## config.mk

```make
export PLATFORM = sky130hd
export DESIGN_NAME = sweep_acq_ctrl
export DESIGN_NICKNAME = d
export VERILOG_FILES = /design/src/rtl/sweep_acq_ctrl.sv
export SDC_FILE = /design/constraint.sdc
export NUM_CORES = 1
export LEC_CHECK = 0
export CAP_MARGIN = 20
export CORE_ASPECT_RATIO = 2
export CORE_UTILIZATION = 44
export CTS_CLUSTER_DIAMETER = 30
export CTS_CLUSTER_SIZE = 28
export DETAILED_ROUTE_END_ITERATION = 10
export PLACE_DENSITY = 0.67
export RECOVER_POWER = 100
export SLEW_MARGIN = 40
export SYNTH_ARGS = -nofsm -noshare
export SYNTH_HDL_FRONTEND = slang
export SYNTH_SLANG_ARGS = --single-unit
```

## constraint.sdc

```tcl
create_clock -name Clk -period 4.29 [get_ports Clk]
set_input_delay 1.0725 -clock Clk [delete_from_list [all_inputs] [get_ports Clk]]
set_output_delay 1.0725 -clock Clk [all_outputs]
set_load 0.1 [all_outputs]
```

## src/rtl/sweep_acq_ctrl.sv

```systemverilog
// sweep_acq_ctrl
//
// Sequencer for the sweep-acquisition mode of the mode switcher. Each DAC
// code from StartDac to EndDac (inclusive, stepping by DacStep) is handled
// in the same order:
//   1. request a slow-control load and wait for the configuration to land;
//   2. emit a header word;
//   3. run an acquisition and forward a fixed number of ParallelData words;
//   4. pulse a force-reset, then settle.
// A trailer word closes the sweep and SweepAcqDone is then held.
//
// Ports
//   Clk, reset_n                      clock, asynchronous active-low reset
//   SweepStart                        level: high runs the sweep, low aborts/idles
//   StartDac/EndDac/DacStep           sweep range and increment (step 0 acts as 1)
//   MaxWordCount                      words forwarded per DAC point
//   SCConfigDone                      pulse: SC parameters are in the chip
//   ParallelData/_en                  acquisition stream from the switcher
//   SweepAcq10BitDac                  current DAC code
//   SweepAcqMicrorocSCParameterLoad   one-cycle SC load request
//   SweepAcqMicrorocAcqStartStop      acquisition enable
//   SweepAcqSingleDacDone             one-cycle force-reset at end of a point
//   SweepAcqData/_en                  word stream to the USB FIFO
//   SweepTestUsbStartStop             USB transfer enable for the whole sweep
//   SweepAcqDone                      sweep complete (level)
module sweep_acq_ctrl #(
  parameter int unsigned SETTLE_CYCLES = 16,
  parameter int unsigned SC_TIMEOUT    = 1000,
  parameter logic [5:0]  HEADER_TAG    = 6'b111100,
  parameter logic [15:0] TRAILER_WORD  = 16'hFF45
) (
  input  logic        Clk,
  input  logic        reset_n,
  input  logic        SweepStart,
  input  logic [9:0]  StartDac,
  input  logic [9:0]  EndDac,
  input  logic [9:0]  DacStep,
  input  logic [15:0] MaxWordCount,
  input  logic        SCConfigDone,
  input  logic [15:0] ParallelData,
  input  logic        ParallelData_en,
  output logic [9:0]  SweepAcq10BitDac,
  output logic        SweepAcqMicrorocSCParameterLoad,
  output logic        SweepAcqMicrorocAcqStartStop,
  output logic        SweepAcqSingleDacDone,
  output logic [15:0] SweepAcqData,
  output logic        SweepAcqData_en,
  output logic        SweepTestUsbStartStop,
  output logic        SweepAcqDone
);

  // One timer serves both the SC wait and the settle interval, so it is
  // sized for whichever of the two is longer.
  localparam int unsigned TIMER_MAX = (SC_TIMEOUT > SETTLE_CYCLES) ? SC_TIMEOUT : SETTLE_CYCLES;
  localparam int          TW        = $clog2(TIMER_MAX + 1);
  localparam logic [TW-1:0] SC_LAST     = TW'(SC_TIMEOUT - 1);
  localparam logic [TW-1:0] SETTLE_LAST = TW'(SETTLE_CYCLES - 1);

  typedef enum logic [3:0] {
    S_IDLE,
    S_LOAD_SC,
    S_WAIT_SC,
    S_HEADER,
    S_ACQ,
    S_DAC_DONE,
    S_SETTLE,
    S_NEXT,
    S_TRAILER,
    S_DONE
  } state_t;

  state_t        state_q;
  logic [9:0]    dac_q;
  logic [9:0]    endDac_q;
  logic [9:0]    step_q;
  logic [15:0]   maxWords_q;
  logic [15:0]   wordCount_q;
  logic [TW-1:0] timer_q;
  logic          scLoad_q;
  logic          acqRun_q;
  logic          dacDone_q;
  logic [15:0]   data_q;
  logic          dataEn_q;
  logic          usbRun_q;
  logic          sweepDone_q;

  logic [10:0]   nextSum_d;
  logic [16:0]   wordCountInc_d;
  logic          accept_d;

  // Next DAC code is computed one bit wider so a step past 1023 is seen
  // as leaving the range rather than wrapping back to a low code.
  always_comb begin
    nextSum_d      = {1'b0, dac_q} + {1'b0, step_q};
    wordCountInc_d = {1'b0, wordCount_q} + 17'd1;
    accept_d       = ParallelData_en && (wordCount_q < maxWords_q);
  end

  // Sequencer. Every output is a register written on the edge that enters
  // the state it belongs to, so outputs line up with the state they describe.
  // Pulse-type outputs default low each cycle.
  always_ff @(posedge Clk or negedge reset_n) begin
    if (!reset_n) begin
      state_q     <= S_IDLE;
      dac_q       <= '0;
      endDac_q    <= '0;
      step_q      <= '0;
      maxWords_q  <= '0;
      wordCount_q <= '0;
      timer_q     <= '0;
      scLoad_q    <= 1'b0;
      acqRun_q    <= 1'b0;
      dacDone_q   <= 1'b0;
      data_q      <= '0;
      dataEn_q    <= 1'b0;
      usbRun_q    <= 1'b0;
      sweepDone_q <= 1'b0;
    end else begin
      scLoad_q  <= 1'b0;
      dacDone_q <= 1'b0;
      dataEn_q  <= 1'b0;
      data_q    <= '0;

      if (!SweepStart && state_q != S_IDLE && state_q != S_DONE) begin
        // Abort: drop everything, including any word arriving this cycle.
        state_q     <= S_IDLE;
        dac_q       <= '0;
        wordCount_q <= '0;
        timer_q     <= '0;
        acqRun_q    <= 1'b0;
        usbRun_q    <= 1'b0;
        sweepDone_q <= 1'b0;
      end else begin
        case (state_q)
          S_IDLE: begin
            if (SweepStart) begin
              endDac_q    <= EndDac;
              step_q      <= (DacStep == 10'd0) ? 10'd1 : DacStep;
              maxWords_q  <= MaxWordCount;
              wordCount_q <= '0;
              timer_q     <= '0;
              usbRun_q    <= 1'b1;
              if (StartDac > EndDac) begin
                state_q  <= S_TRAILER;
                data_q   <= TRAILER_WORD;
                dataEn_q <= 1'b1;
              end else begin
                state_q  <= S_LOAD_SC;
                dac_q    <= StartDac;
                scLoad_q <= 1'b1;
              end
            end
          end

          S_LOAD_SC: begin
            timer_q <= '0;
            state_q <= S_WAIT_SC;
          end

          S_WAIT_SC: begin
            if (SCConfigDone || timer_q == SC_LAST) begin
              state_q  <= S_HEADER;
              timer_q  <= '0;
              data_q   <= {HEADER_TAG, dac_q};
              dataEn_q <= 1'b1;
            end else begin
              timer_q <= timer_q + TW'(1);
            end
          end

          S_HEADER: begin
            state_q     <= S_ACQ;
            acqRun_q    <= 1'b1;
            wordCount_q <= '0;
          end

          // Leave as soon as the last word is taken so no surplus word can
          // slip in; a zero word budget leaves after a single cycle.
          S_ACQ: begin
            if (wordCount_q == maxWords_q) begin
              state_q   <= S_DAC_DONE;
              acqRun_q  <= 1'b0;
              dacDone_q <= 1'b1;
            end else if (accept_d) begin
              data_q      <= ParallelData;
              dataEn_q    <= 1'b1;
              wordCount_q <= wordCountInc_d[15:0];
              if (wordCountInc_d == {1'b0, maxWords_q}) begin
                state_q   <= S_DAC_DONE;
                acqRun_q  <= 1'b0;
                dacDone_q <= 1'b1;
              end
            end
          end

          S_DAC_DONE: begin
            wordCount_q <= '0;
            timer_q     <= '0;
            state_q     <= S_SETTLE;
          end

          S_SETTLE: begin
            if (timer_q == SETTLE_LAST) begin
              timer_q <= '0;
              state_q <= S_NEXT;
            end else begin
              timer_q <= timer_q + TW'(1);
            end
          end

          S_NEXT: begin
            if (nextSum_d[10] || nextSum_d > {1'b0, endDac_q}) begin
              state_q  <= S_TRAILER;
              data_q   <= TRAILER_WORD;
              dataEn_q <= 1'b1;
            end else begin
              state_q  <= S_LOAD_SC;
              dac_q    <= nextSum_d[9:0];
              scLoad_q <= 1'b1;
            end
          end

          S_TRAILER: begin
            state_q     <= S_DONE;
            sweepDone_q <= 1'b1;
            usbRun_q    <= 1'b0;
          end

          S_DONE: begin
            if (!SweepStart) begin
              state_q     <= S_IDLE;
              sweepDone_q <= 1'b0;
              dac_q       <= '0;
            end
          end

          default: begin
            state_q <= S_IDLE;
          end
        endcase
      end
    end
  end

  assign SweepAcq10BitDac                = dac_q;
  assign SweepAcqMicrorocSCParameterLoad = scLoad_q;
  assign SweepAcqMicrorocAcqStartStop    = acqRun_q;
  assign SweepAcqSingleDacDone           = dacDone_q;
  assign SweepAcqData                    = data_q;
  assign SweepAcqData_en                 = dataEn_q;
  assign SweepTestUsbStartStop           = usbRun_q;
  assign SweepAcqDone                    = sweepDone_q;

endmodule

```

==> reports/metrics.yaml, run 1 <==
status:
  status: "finished, violations left"
  violations: "capacitance limit, slew limit"
power_and_ir_drop:
  power_density_nw_per_um2: 710
  pwr-share-seq_pct: 27.3
  p_leak_nw: 3.38
  intPower_mw: 2.66
  p_sw_share_pct: 50.6
  p_comb_share_pct: 56.5
  p_clk_share_pct: 16.2
  switching_power_mw: 2.72
  worst_ir_drop_vdd_mv: 0.733
setup_path:
  cp_max_fo: 10
  path_class: "flip-flop to flip-flop"
  end_kind: "flip-flop"
  startpoint_type: "flip-flop"
  critPathMaxStageDelay_ns: 0.43
  worstPathRequired_ns: 4.52
  cpMaxStageDelayCell: "dfrtp_2"
  crit_chain: "ha_1 -> fa_1 -> a211oi_1 -> o21bai_1 -> a31o_2 -> a21oi_1 -> xnor2_1 -> ha_1 -> a21o_1 -> a21oi_1 -> nand2_1 -> o21ai_1 -> nand4_1 -> o211ai_1 -> buf_4 -> mux2_2"
  cp.arrival_ns: 4.27
  crit_family: "compound AO/OA/AOI/OAI gates"
  cp_num_buf_inv: 1
layout:
  antenna_cells: 0
  stdcell_area_sq_um: 7570
  area_delta_synth_final_pct: 20.1
  nets: 919
  layout-drive-gt1-share_pct: 6.56
route:
  viasPerCell: 5.83
  postRouteAntennaNets: 0
  wl_microns: 18500
  num_vias: 5813
  wl_per_cell_microns: 18.5
  drt_iter0_drc: 302
  drc: 0
  drt_first_pass_iters: 5
clock_tree:
  clock-sinks: 98
  cts_root_buf: "clkbuf_16"
  ctsHtreeMaxLevel: 3
  post-cts-setup-buffers: 0
  insertion_delay_ns: 0.35
  clockBufferDepth: 2
  clk_pin_slew_worst_paths_ns: 0.07
  cts_tree: "yes"
  cts_made_buffers: 9
synth:
  synth_area_sq_um: 6300
  synthTopCellsByArea: "dfrtp_1 (39%), ha_1 (9.5%), o21ai_0 (6.4%), nand2_1 (4.4%), mux2_2 (3.8%)"
  synthCells: 715
  syn_nets: 831
  yosysSeqAreaShare_pct: 38.9
  synth_cell_types: 61
  postSynth.asyncResetShare_pct: 100
  synth_edf_count: 0
  synth_top_area_share_pct: 38.9
  syn_avg_cell_area_sq_um: 8.81
  synth_common_cells: "dfrtp_1 (98), o21ai_0 (81), nand2_1 (74), nor2_1 (63), ha_1 (48)"
  ys_warn_count: 0
  synth.ff_latch_count: 98
  yosys.area.top_type: "dfrtp_1"
  synth-main-ff-cell: "dfrtp_1"
  synth_most_common_cell: "dfrtp_1"
floorplanning:
  dieHeight_microns: 171
  die-area_sq_um: 14800
  ios: 99
  chipWidth_microns: 86.6
  core_sq_um: 14000
  placementRows: 61
  start_util_pct: 45.1
global_routing:
  grt_start_max_net_pins: 64
  gr-total-overflow: 0
  antenna_found_initial: 0
  grt_pass1_wl_microns: 29400
  grt_pass1_vias: 6023
  grt_usage_pct: 26.2
placed_design:
  io_buffers: 98
  dp_hpwl_microns: 14400
  place.gp.congestion: 0.958
  place_area_sq_um: 7310
sta:
  slew_viol_final: 32
  maxSlewHeadroom_pct: -0.0617
  finalCritPeriodShare_pct: 94.3
  tightest_slew_ns: 1.50
  hold_viol_final: 0
  setup_viol_count_final: 0
  fin_crit_ns: 4.04
  clock_skew_ns: 0.0107
  grt_setup_unrepaired: "no"
  fin_setup_tns_ns: 0
  fmax_ghz: 0.247
job:
  cap_viol_max_count: 1
min_path:
  worstHoldPathType: "flip-flop to flip-flop"
state kept, by name, summed over array words and instances (netlist names), 4 cells and up:
register and count:
SweepAcq10BitDac 10, SweepAcqData 16, endDac_q 10, maxWords_q 16
state_q 4, step_q 10, timer_q 10, wordCount_q 16
layout by cell type, fill, tap and decap left out, types with 3 or more instances in the layout:
cell and count:
o21ai_0 81, clkdlybuf4s50_1 64, a22oi_1 21, a31oi_1 8, mux2i_1 3, a21oi_1 43
or4_1 4, nor2b_1 3, nor3_1 12, a211oi_1 5, a211o_1 3, a21o_1 10
ha_1 48, nand3_1 21, and3_1 10, xnor2_1 15, nand2_1 74, nand2b_1 9
mux2_2 21, nor2_1 63, o211ai_1 4, nand4_1 13, nor4_1 5, clkbuf_1 37
and2_1 4, inv_1 46, xor2_1 13, o32ai_1 3, buf_4 3, clkbuf_16 9
dfrtp_1 97, o31ai_1 9
final timing paths:
check	start	to	slack, ns	depth (start not counted)
min reg2reg	endDac_q[8]$_DFFE_PN0P_	endDac_q[8]$_DFFE_PN0P_	0.49	2
min	endDac_q[8]$_DFFE_PN0P_	endDac_q[8]$_DFFE_PN0P_	0.49	2
max in group asynchronous	reset_n	timer_q[6]$_DFFE_PN0P_	2.11	2
max	SweepAcq10BitDac[0]$_DFFE_PN0P_	SweepAcq10BitDac[0]$_DFFE_PN0P_	0.25	16
min in group asynchronous	reset_n	maxWords_q[12]$_DFFE_PN0P_	0.69	1
max reg2reg	SweepAcq10BitDac[0]$_DFFE_PN0P_	SweepAcq10BitDac[0]$_DFFE_PN0P_	0.25	16
worst reg2reg max path: cells and delay by family (launching register included):
kind | cells | cell delay, ns
AO/OA/AOI/OAI | 8 | 1.51
AND/OR/NAND/NOR | 2 | 0.22
XOR/XNOR | 1 | 0.20
buffers and inverters | 1 | 0.22
multiplexers | 1 | 0.36
adder cells (fa/ha/maj) | 3 | 0.99
flip-flops | 1 | 0.43
cell type report:
type / count / area [sq um]
clock buffers: 9 / 225
clock inverters: 7 / 95.1
fillers: 1346 / 6400
inverters: 47 / 176
multi-input cells: 540 / 3550
flip-flops and latches: 98 / 2450
well taps: 189 / 236
repair buffers: 107 / 828
per-stage QoR:
step           utilization, %  setup slack (ns)  power (mW)  instances  hold slack [ns]
2_1_floorplan               -             0.167        3.68        715            0.450
3_3_place_gp             53.4             0.332        4.52        981            0.468
3_5_place_dp             52.3             0.206        4.53        981            0.475
4_1_cts                  54.6             0.189        5.42        997            0.492
5_1_grt                  54.2            0.0570        5.75        997            0.517
6_report                 54.2             0.246        5.37        997            0.489
repair_timing:
action                                 in CTS  in global routing
resized for setup                           0                  1
endpoints found under the hold margin       0                  0
hold buffers                                0                  0
setup endpoints to repair                   0                 10
power by group through the flow:
stage	clock network (mW)	registers (mW)	logic (mW)
CTS	0.889	1.47	3.06
global placement	0	1.47	3.04
global route	0.913	1.51	3.33
finish	0.870	1.47	3.04
floorplan	0	1.97	1.72
detailed placement	0	1.48	3.05
logic make-up (layout without fill, tap and decap cells):
kind of cell | count (synthesis) | after routing | share of synthesized area [%]
and+or+nand+nor | 229 | 229 | 17.9
AOI/OAI and AO/OA | 208 | 208 | 20.2
DFF | 98 | 98 | 38.9
buffers and inverters | 77 | 170 | 4.71
adders and majority gates | 50 | 50 | 10.0
xor gates and xnor gates | 28 | 28 | 3.89
muxes | 25 | 25 | 4.41
per-layer routing:
layer  vias to the layer above  GRT usage [%]  share of wire, %
li1                       2745              -                 -
met1                      2752           25.5                33
met2                       226           48.6                55
met3                        90           3.89               4.1
met4                         0           19.6               7.8
met5                         -              0                 0
Note: power is estimated with default switching activity, not from simulation.
==> inputs of run 2 (changes only) <==
--- a/config.mk
+++ b/config.mk
@@ -6,5 +6,4 @@
 export NUM_CORES = 1
 export LEC_CHECK = 0
-export CAP_MARGIN = 20
 export CORE_ASPECT_RATIO = 2
 export CORE_UTILIZATION = 44
==> constraint.sdc (replaced) <==
create_clock -name Clk -period 4.29 [get_ports Clk]
set_input_delay 1.0725 -clock Clk [delete_from_list [all_inputs] [get_ports Clk]]
set_output_delay 1.0725 -clock Clk [all_outputs]
set_load 0.02 [all_outputs]
==> reports/metrics.yaml, run 2 (same netlist as run 1, synthesis figures left out) <==
layout:
  fin_util_pct: 55.6  # was 54.2%
  antenna_cells: 0  # unchanged
  area_delta_synth_final_pct: 23.3  # was 20.1%
  final_cell_mix: "dfrtp_1 (98), o21ai_0 (81), nand2_1 (74), clkdlybuf4s50_1 (64), nor2_1 (63)"  # was dfrtp_1 (97), o21ai_0 (81), nand2_1 (74), clkdlybuf4s50_1 (64), nor2_1 (63)
  final_common_cell: "dfrtp_1"  # unchanged
  nets: 921  # was 919
  layout-drive-gt1-share_pct: 6.79  # was 6.56%
global_routing:
  antenna_found_initial: 0  # unchanged
  grt_start_max_net_pins: 36  # was 64
  grt_use_met2_pct: 49.1  # was 48.6%
  met3_usage_pct: 3.31  # was 3.89%
  grt_busiest_layer: "met2"  # unchanged
  gr-total-overflow: 0  # unchanged
  grt_pass1_wl_microns: 28600  # was 29,400 microns
  grt_pass1_vias: 5785  # was 6,023
  grt_use_met1_pct: 24.6  # was 25.5%
  grt_usage_pct: 25.6  # was 26.2%
sta:
  maxSlewHeadroom_pct: -29.0  # was -0.0617%
  fin_setup_tns_ns: 0  # unchanged
  worst_hold_slack_ns: 0.482  # was 0.489 ns
  fin_crit_ns: 4.09  # was 4.04 ns
  grt_setup_unrepaired: "no"  # unchanged
  slew_viol_final: 68  # was 32
  setup_viol_count_final: 0  # unchanged
  fmax_ghz: 0.244  # was 0.247 GHz
  tightest_slew_ns: 1.93  # was 1.50 ns
  hold_viol_final: 0  # unchanged
  finalCritPeriodShare_pct: 95.4  # was 94.3%
  clock_skew_ns: 0.00727  # was 0.0107 ns
clock_tree:
  clockBufferDepth: 2  # unchanged
  cts_tree: "yes"  # unchanged
  cts_root_buf: "clkbuf_16"  # unchanged
  insertion_delay_ns: 0.35  # about the same
  clock-sinks: 98  # unchanged
  post-cts-setup-buffers: 0  # unchanged
  ctsHtreeMaxLevel: 3  # unchanged
  cts_made_buffers: 9  # unchanged
  clk_pin_slew_worst_paths_ns: 0.08  # was 0.07 ns
  cts_resized: 0  # unchanged
  cts_hold_buffers: 0  # unchanged
setup_path:
  startpoint_type: "flip-flop"  # unchanged
  path_class: "flip-flop to flip-flop"  # unchanged
  cp_max_fo: 5  # was 10
  worstPathRequired_ns: 4.53  # was 4.52 ns
  cp.arrival_ns: 4.33  # was 4.27 ns
  rr_worst_depth: 16  # unchanged
  end_kind: "flip-flop"  # unchanged
  reg2reg_setup_slack_ns: 0.20  # was 0.25 ns
placed_design:
  io_buffers: 98  # unchanged
  place.gp.congestion: 0.949  # was 0.958
  dp_hpwl_microns: 14300  # was 14,400 microns
floorplanning:
  die-area_sq_um: 14800  # unchanged
  core_sq_um: 14000  # unchanged
  start_util_pct: 45.1  # unchanged
  placementRows: 61  # unchanged
  chipWidth_microns: 86.6  # unchanged
  ios: 99  # unchanged
  dieHeight_microns: 171  # unchanged
job:
  cap_viol_max_count: 2  # was 1
route:
  drc: 0  # unchanged
  postRouteAntennaNets: 0  # unchanged
  viasPerCell: 5.82  # was 5.83
  num_vias: 5812  # was 5,813
  drt_first_pass_iters: 4  # was 5
  drt_iter0_drc: 295  # was 302
  wl_microns: 18300  # was 18,500 microns
  wl_per_cell_microns: 18.4  # was 18.5 microns
status:
  violations: "capacitance limit, slew limit"  # unchanged
  status: "finished, violations left"  # unchanged
power_and_ir_drop:
  worst_ir_drop_vdd_mv: 0.447  # was 0.733 mV
  power_density_nw_per_um2: 637  # was 710 nW/um^2
  p_leak_nw: 3.54  # was 3.38 nW
min_path:
  worstHoldPathType: "flip-flop to flip-flop"  # unchanged
  whs_path_depth: 2  # unchanged
==> run 2: changes by cell type in the layout (fill, tap and decap cells not counted), sizes merged <==
cell / before / now
dlygate4sd3: 1 / 33
clkinv: 4 / 2
clkbuf: 47 / 16
buf: 4 / 5
clkinvlp: 0 / 1
inv: 49 / 50
==> run 2: final cells by class <==
type | instances | area, sq um
fillers | 1285 | 6200
multi-input cells | 540 | 3540
flip-flops and latches | 98 | 2450
repair buffers | 109 | 1040
well taps | 189 | 236
clock buffers | 9 | 225
inverters | 47 | 176
clock inverters | 7 | 93.8
==> run 2: path summary, 6_finish.rpt <==
kind,start,end
worst max-delay path,SweepAcq10BitDac[0]$_DFFE_PN0P_,SweepAcq10BitDac[0]$_DFFE_PN0P_
worst min-delay path,endDac_q[7]$_DFFE_PN0P_,endDac_q[7]$_DFFE_PN0P_
min in group asynchronous,reset_n,maxWords_q[13]$_DFFE_PN0P_
max in group asynchronous,reset_n,SweepAcqData[15]$_DFF_PN0_
worst min register to register,endDac_q[7]$_DFFE_PN0P_,endDac_q[7]$_DFFE_PN0P_
worst max register to register,SweepAcq10BitDac[0]$_DFFE_PN0P_,SweepAcq10BitDac[0]$_DFFE_PN0P_
==> run 2: through the flow <==
step | instance area, sq um | total power [mW] | worst slack [ns] | std cells
final | 7770 | 4.95 | 0.196 | 999
after floorplan | 6300 | 3.18 | 0.436 | 715
after CTS | 7790 | 4.99 | 0.193 | 998
after detailed placement | 7470 | 4.09 | 0.214 | 982
after global placement | 7470 | 3.99 | 0.337 | 982
after global routing | 7770 | 5.30 | 0.0340 | 999
==> run 2: worst max-delay path: stages (launching register included) <==
cell and delay, ns:
dfrtp_1 0.42, ha_1 0.25, fa_1 0.44, a211oi_1 0.26, o21bai_1 0.12, a31o_2 0.26
a21oi_1 0.18, xnor2_1 0.23, ha_1 0.33, a21o_1 0.17, a21oi_1 0.17, nand2_1 0.08
o21ai_1 0.18, nand4_1 0.14, o211ai_1 0.20, buf_4 0.22, mux2_2 0.34
==> run 2: where the power goes <==
part	switching (mW)	internal (mW)	total, mW
registers	0.271	1.19	1.46
clock network	0.399	0.470	0.869
logic	1.54	1.08	2.62
==> run 2: routing by layer <==
layer | up-vias | routed length, microns
li1 | 2755 | -
met4 | 0 | 1270
met5 | - | 0
met1 | 2773 | 6270
met3 | 73 | 628
met2 | 211 | 10200
==> variant 1: new RTL, config.mk and constraints of run 1 <==
The 10 states of `state_t` get a one-hot encoding in 10 bits.
--- a/src/rtl/sweep_acq_ctrl.sv
+++ b/src/rtl/sweep_acq_ctrl.sv
@@ -58,13 +58,13 @@
 
-  typedef enum logic [3:0] {
-    S_IDLE,
-    S_LOAD_SC,
-    S_WAIT_SC,
-    S_HEADER,
-    S_ACQ,
-    S_DAC_DONE,
-    S_SETTLE,
-    S_NEXT,
-    S_TRAILER,
-    S_DONE
+  typedef enum logic [9:0] {
+    S_IDLE     = 10'b0000000001,
+    S_LOAD_SC  = 10'b0000000010,
+    S_WAIT_SC  = 10'b0000000100,
+    S_HEADER   = 10'b0000001000,
+    S_ACQ      = 10'b0000010000,
+    S_DAC_DONE = 10'b0000100000,
+    S_SETTLE   = 10'b0001000000,
+    S_NEXT     = 10'b0010000000,
+    S_TRAILER  = 10'b0100000000,
+    S_DONE     = 10'b1000000000
   } state_t;
Behaviour: no difference found for any inputs over 10 cycles, from zero or initial values and one cycle with reset_n low; not proved beyond that.
==> variant 1 against run 1 <==
The flow still finishes with violations (max-capacitance violations, max-slew violations). Count of clock-buffer cells in the layout is the same. Routed wire length is 8.9% higher. Setup slack improved by 26 ps. Sequential cell count rose by 6. Final area rose by 3.1%. Total power decreased by 17%. Area after synthesis rose by 4.0%. Highest routed layer unchanged.
==> variant 1: results (changes against run 1) <==
M1 WL=6.60 mm (+6.7%); nonclk inv count=41 (-13%); DP Area=0.00759 mm2 (+3.9%); first-pass GRT wire length=32.1 mm (+9.4%); Max VDD drop=0.624 mV (-15%); # placed instances=1006 (+2.5%); total combinational power=0.00226 W (-26%); via density per instance=5.92 (+1.6%); post-synthesis adder-cell area fraction=0.0947 (-0.00539); largest net degree at the start of global routing=59 (-7.8%); vias in the first global route=6406 (+6.4%); die width=88.3 um (+1.9%); initial DRC count=431 (+43%); Seq. cell area=0.00260 mm2 (+6.1%); final slew viol count=59 (+84%); slowest CP cell=dfrtp_1; share of cells above drive strength 1=0.0675 (+0.00188); Placer Congestion=1.03 (+8.0%); failing checks=max-capacitance violations, max-slew violations; Final HPWL DP=15.7 mm (+8.7%); Synth Area in Compound Gates=0.213 (+0.0109); syn nets=848 (+2.0%); status=finished with violations; ranking of synthesized cells by area=dfrtp_1 39%, ha_1 9.2%, nand2_1 5.3%, o21ai_0 5.0%, a21oi_1 3.6%; Post-synth top cells=103 x dfrtp_1, 93 x nand2_1, 66 x o21ai_0; GRT Overall Usage=0.277 (+0.0155); Non-clock buffers, area share=0.113 (+0.00317); Fillers=1399 (+3.9%); Syn Inst Count=732 (+2.4%); multi-input gates=554 (+2.6%); Pleak=3.50 nW (+3.7%); met3 wire length=642 um (-15%); nets@finish=941 (+2.4%); Setup Skew=12.3 ps (+1.68 ps); final wirelength=20.1 mm (+8.9%); #FFs+latches synth=104 (+6.1%); via count=6052 (+4.1%); pre-CTS setup slack=265 ps (+59.3 ps); Synth cell types=73 (+20%); Seq/Total Area, Yosys=0.397 (+0.00809); Non-clk bufs=115 (+7.5%); XOR/XNOR share of the synthesized area=0.0374 (-0.00150); Pwr Total=0.00447 W (-17%); DR WL met2=11.3 mm (+12%); multiplexer share of the synthesized area=0.0172 (-0.0269); sequential cell area share=0.334 (+0.00963); Max-Cap Viols=1 (unchanged)
## variant 1: changes by cell type in the layout (fill, tap and decap cells not counted), moves of 6 or more
cell,delta
o21ai_0,-15
mux2_2,-11
dfrtp_1,+6
nand2_1,+19
nor2_1,-14
## variant 1: per-layer routing
| layer | GRT usage | up-vias |
|---|---|---|
| met2 | 0.522 | 234 |
| met1 | 0.265 | 2916 |
| met4 | 0.194 | 0 |
| met3 | 0.0294 | 87 |
| met5 | 0 | - |
| li1 | - | 2815 |
## variant 1: worst paths after layout
kind / start / endpoint / slack, ps / cells after the start
max: SweepAcq10BitDac[0] / SweepAcq10BitDac[2] / 270 / 16
min: step_q[3] / step_q[3] / 490 / 2
max reg2reg: SweepAcq10BitDac[0] / SweepAcq10BitDac[2] / 270 / 16
min reg2reg: step_q[3] / step_q[3] / 490 / 2
max in group asynchronous: reset_n / wordCount_q[2] / 660 / 2
min in group asynchronous: reset_n / wordCount_q[15] / 1820 / 1
==> variant 2: new RTL, settings of run 1 <==
Without the edit above. Change the parameter `SC_TIMEOUT` from 1000 to 2000.
--- a/src/rtl/sweep_acq_ctrl.sv
+++ b/src/rtl/sweep_acq_ctrl.sv
@@ -27,3 +27,3 @@
   parameter int unsigned SETTLE_CYCLES = 16,
-  parameter int unsigned SC_TIMEOUT    = 1000,
+  parameter int unsigned SC_TIMEOUT    = 2000,
   parameter logic [5:0]  HEADER_TAG    = 6'b111100,
Check against the original RTL: no difference found for any inputs over 10 cycles, from zero or initial values and one cycle with reset_n low; that may be too few to reach the edited logic, so the function may still have changed.
==> variant 2 against run 1 <==
The flow still finishes with violations (max-capacitance violations, max-slew violations). Area after synthesis is 0.85% higher. Via count decreased by 2.5%. Fmax shrank 1.1%. Sequential cell count is 1 higher. Global-route usage down 0.52 points. Final area increased by 0.81%. Setup slack worse by 44 ps. Total power rose by 2.5%. Critical path depth decreased by 1. Routed wire length down 2.2%. Largest cell class unchanged.
==> variant 2: results (changes against run 1) <==
DP Area=0.00737 mm2 (+0.86%); wire per inst=18.4 um (-0.77%); initial DRC count=239 (-21%); Seq pwr share=0.277 (+0.004); final slew viol count=53 (+66%); GRT Overall Usage=0.256 (-0.00518); Non-clk bufs=109 (+1.9%); Non-clock buffers, area share=0.112 (+0.00256); share of cells above drive strength 1=0.0945 (+0.0289); sw power=0.00279 W (+2.6%); slowest CP cell=fa_1; Synth cell types=62 (+1.6%); Placer Congestion=0.922 (-3.8%); met1 usage=0.239 (-0.0155); Pre-antenna DRT Iters=4 (-1); Pint=0.00272 W (+2.4%); Max-Cap Viols=1 (unchanged); Slew @ Worst Pin=2910 ps (+1410 ps); Fillers=1336 (-0.74%); nets@finish=905 (-1.5%); Worst Path Arrival=4320 ps (+50 ps); R2R cell count=15 (-1); synth-to-layout area growth=20.1% (about the same); final core utilization=0.546 (+0.00439); final setup margin=202 ps (-43.8 ps); total combinational power=0.00315 W (+4%); failing checks=max-capacitance violations, max-slew violations; vias in the first global route=6057 (+0.56%); sequential cell area share=0.325 (+0.000511); final wirelength=18.1 mm (-2.2%); Seq/Total Area, Yosys=0.390 (+0.000642); XOR/XNOR share of the synthesized area=0.0455 (+0.00656); Final HPWL DP=14.2 mm (-1.6%); Mapped Area=0.00635 mm2 (+0.85%); multiplexer share of the synthesized area=0.0656 (+0.0215); DR WL met2=10.0 mm (-0.70%); Synth Area in Compound Gates=0.178 (-0.0238); # placed instances=966 (-1.5%); M1 WL=6.05 mm (-2.3%); largest net degree at the start of global routing=53 (-17%); first-pass GRT wire length=29.0 mm (-1.2%); FFs & Latches=99 (+1.0%); met3 wire length=731 um (-2.7%); status=finished with violations; Post-synth top cells=99 x dfrtp_1, 64 x nor2_1, 56 x o21ai_0; multi-input gates=522 (-3.3%); ranking of synthesized cells by area=dfrtp_1 39%, ha_1 9.5%, mux2_2 6.6%, o21ai_0 4.4%, a21oi_1 4.1%
[variant 2: repair_timing]
item / 4_1_cts / 5_1_grt
endpoints found under the setup margin: 0 / 10
hold buffers: 0 / 0
buffers inserted: 0 / 1
[variant 2: how the worst min path moves through the flow]
stage | from | cells after the start | slack, ps | to
detailed placement | endDac_q[9] | 2 | 470 | endDac_q[9]
global placement | endDac_q[9] | 2 | 470 | endDac_q[9]
global route | endDac_q[1] | 2 | 540 | endDac_q[1]
CTS | endDac_q[9] | 2 | 490 | endDac_q[9]
finish | endDac_q[9] | 2 | 480 | endDac_q[9]
floorplan | endDac_q[1] | 2 | 450 | endDac_q[1]
[variant 2: kinds of logic (layout without fill, tap and decap cells)]
family                   count (synthesis)  count (layout)
AO/OA/AOI/OAI                          181             181
XOR/XNOR                                33              33
adder cells (fa/ha/maj)                 50              50
buffers and inverters                   76             173
flip-flops                              99              99
multiplexers                            37              37
AND/OR/NAND/NOR                        221             221
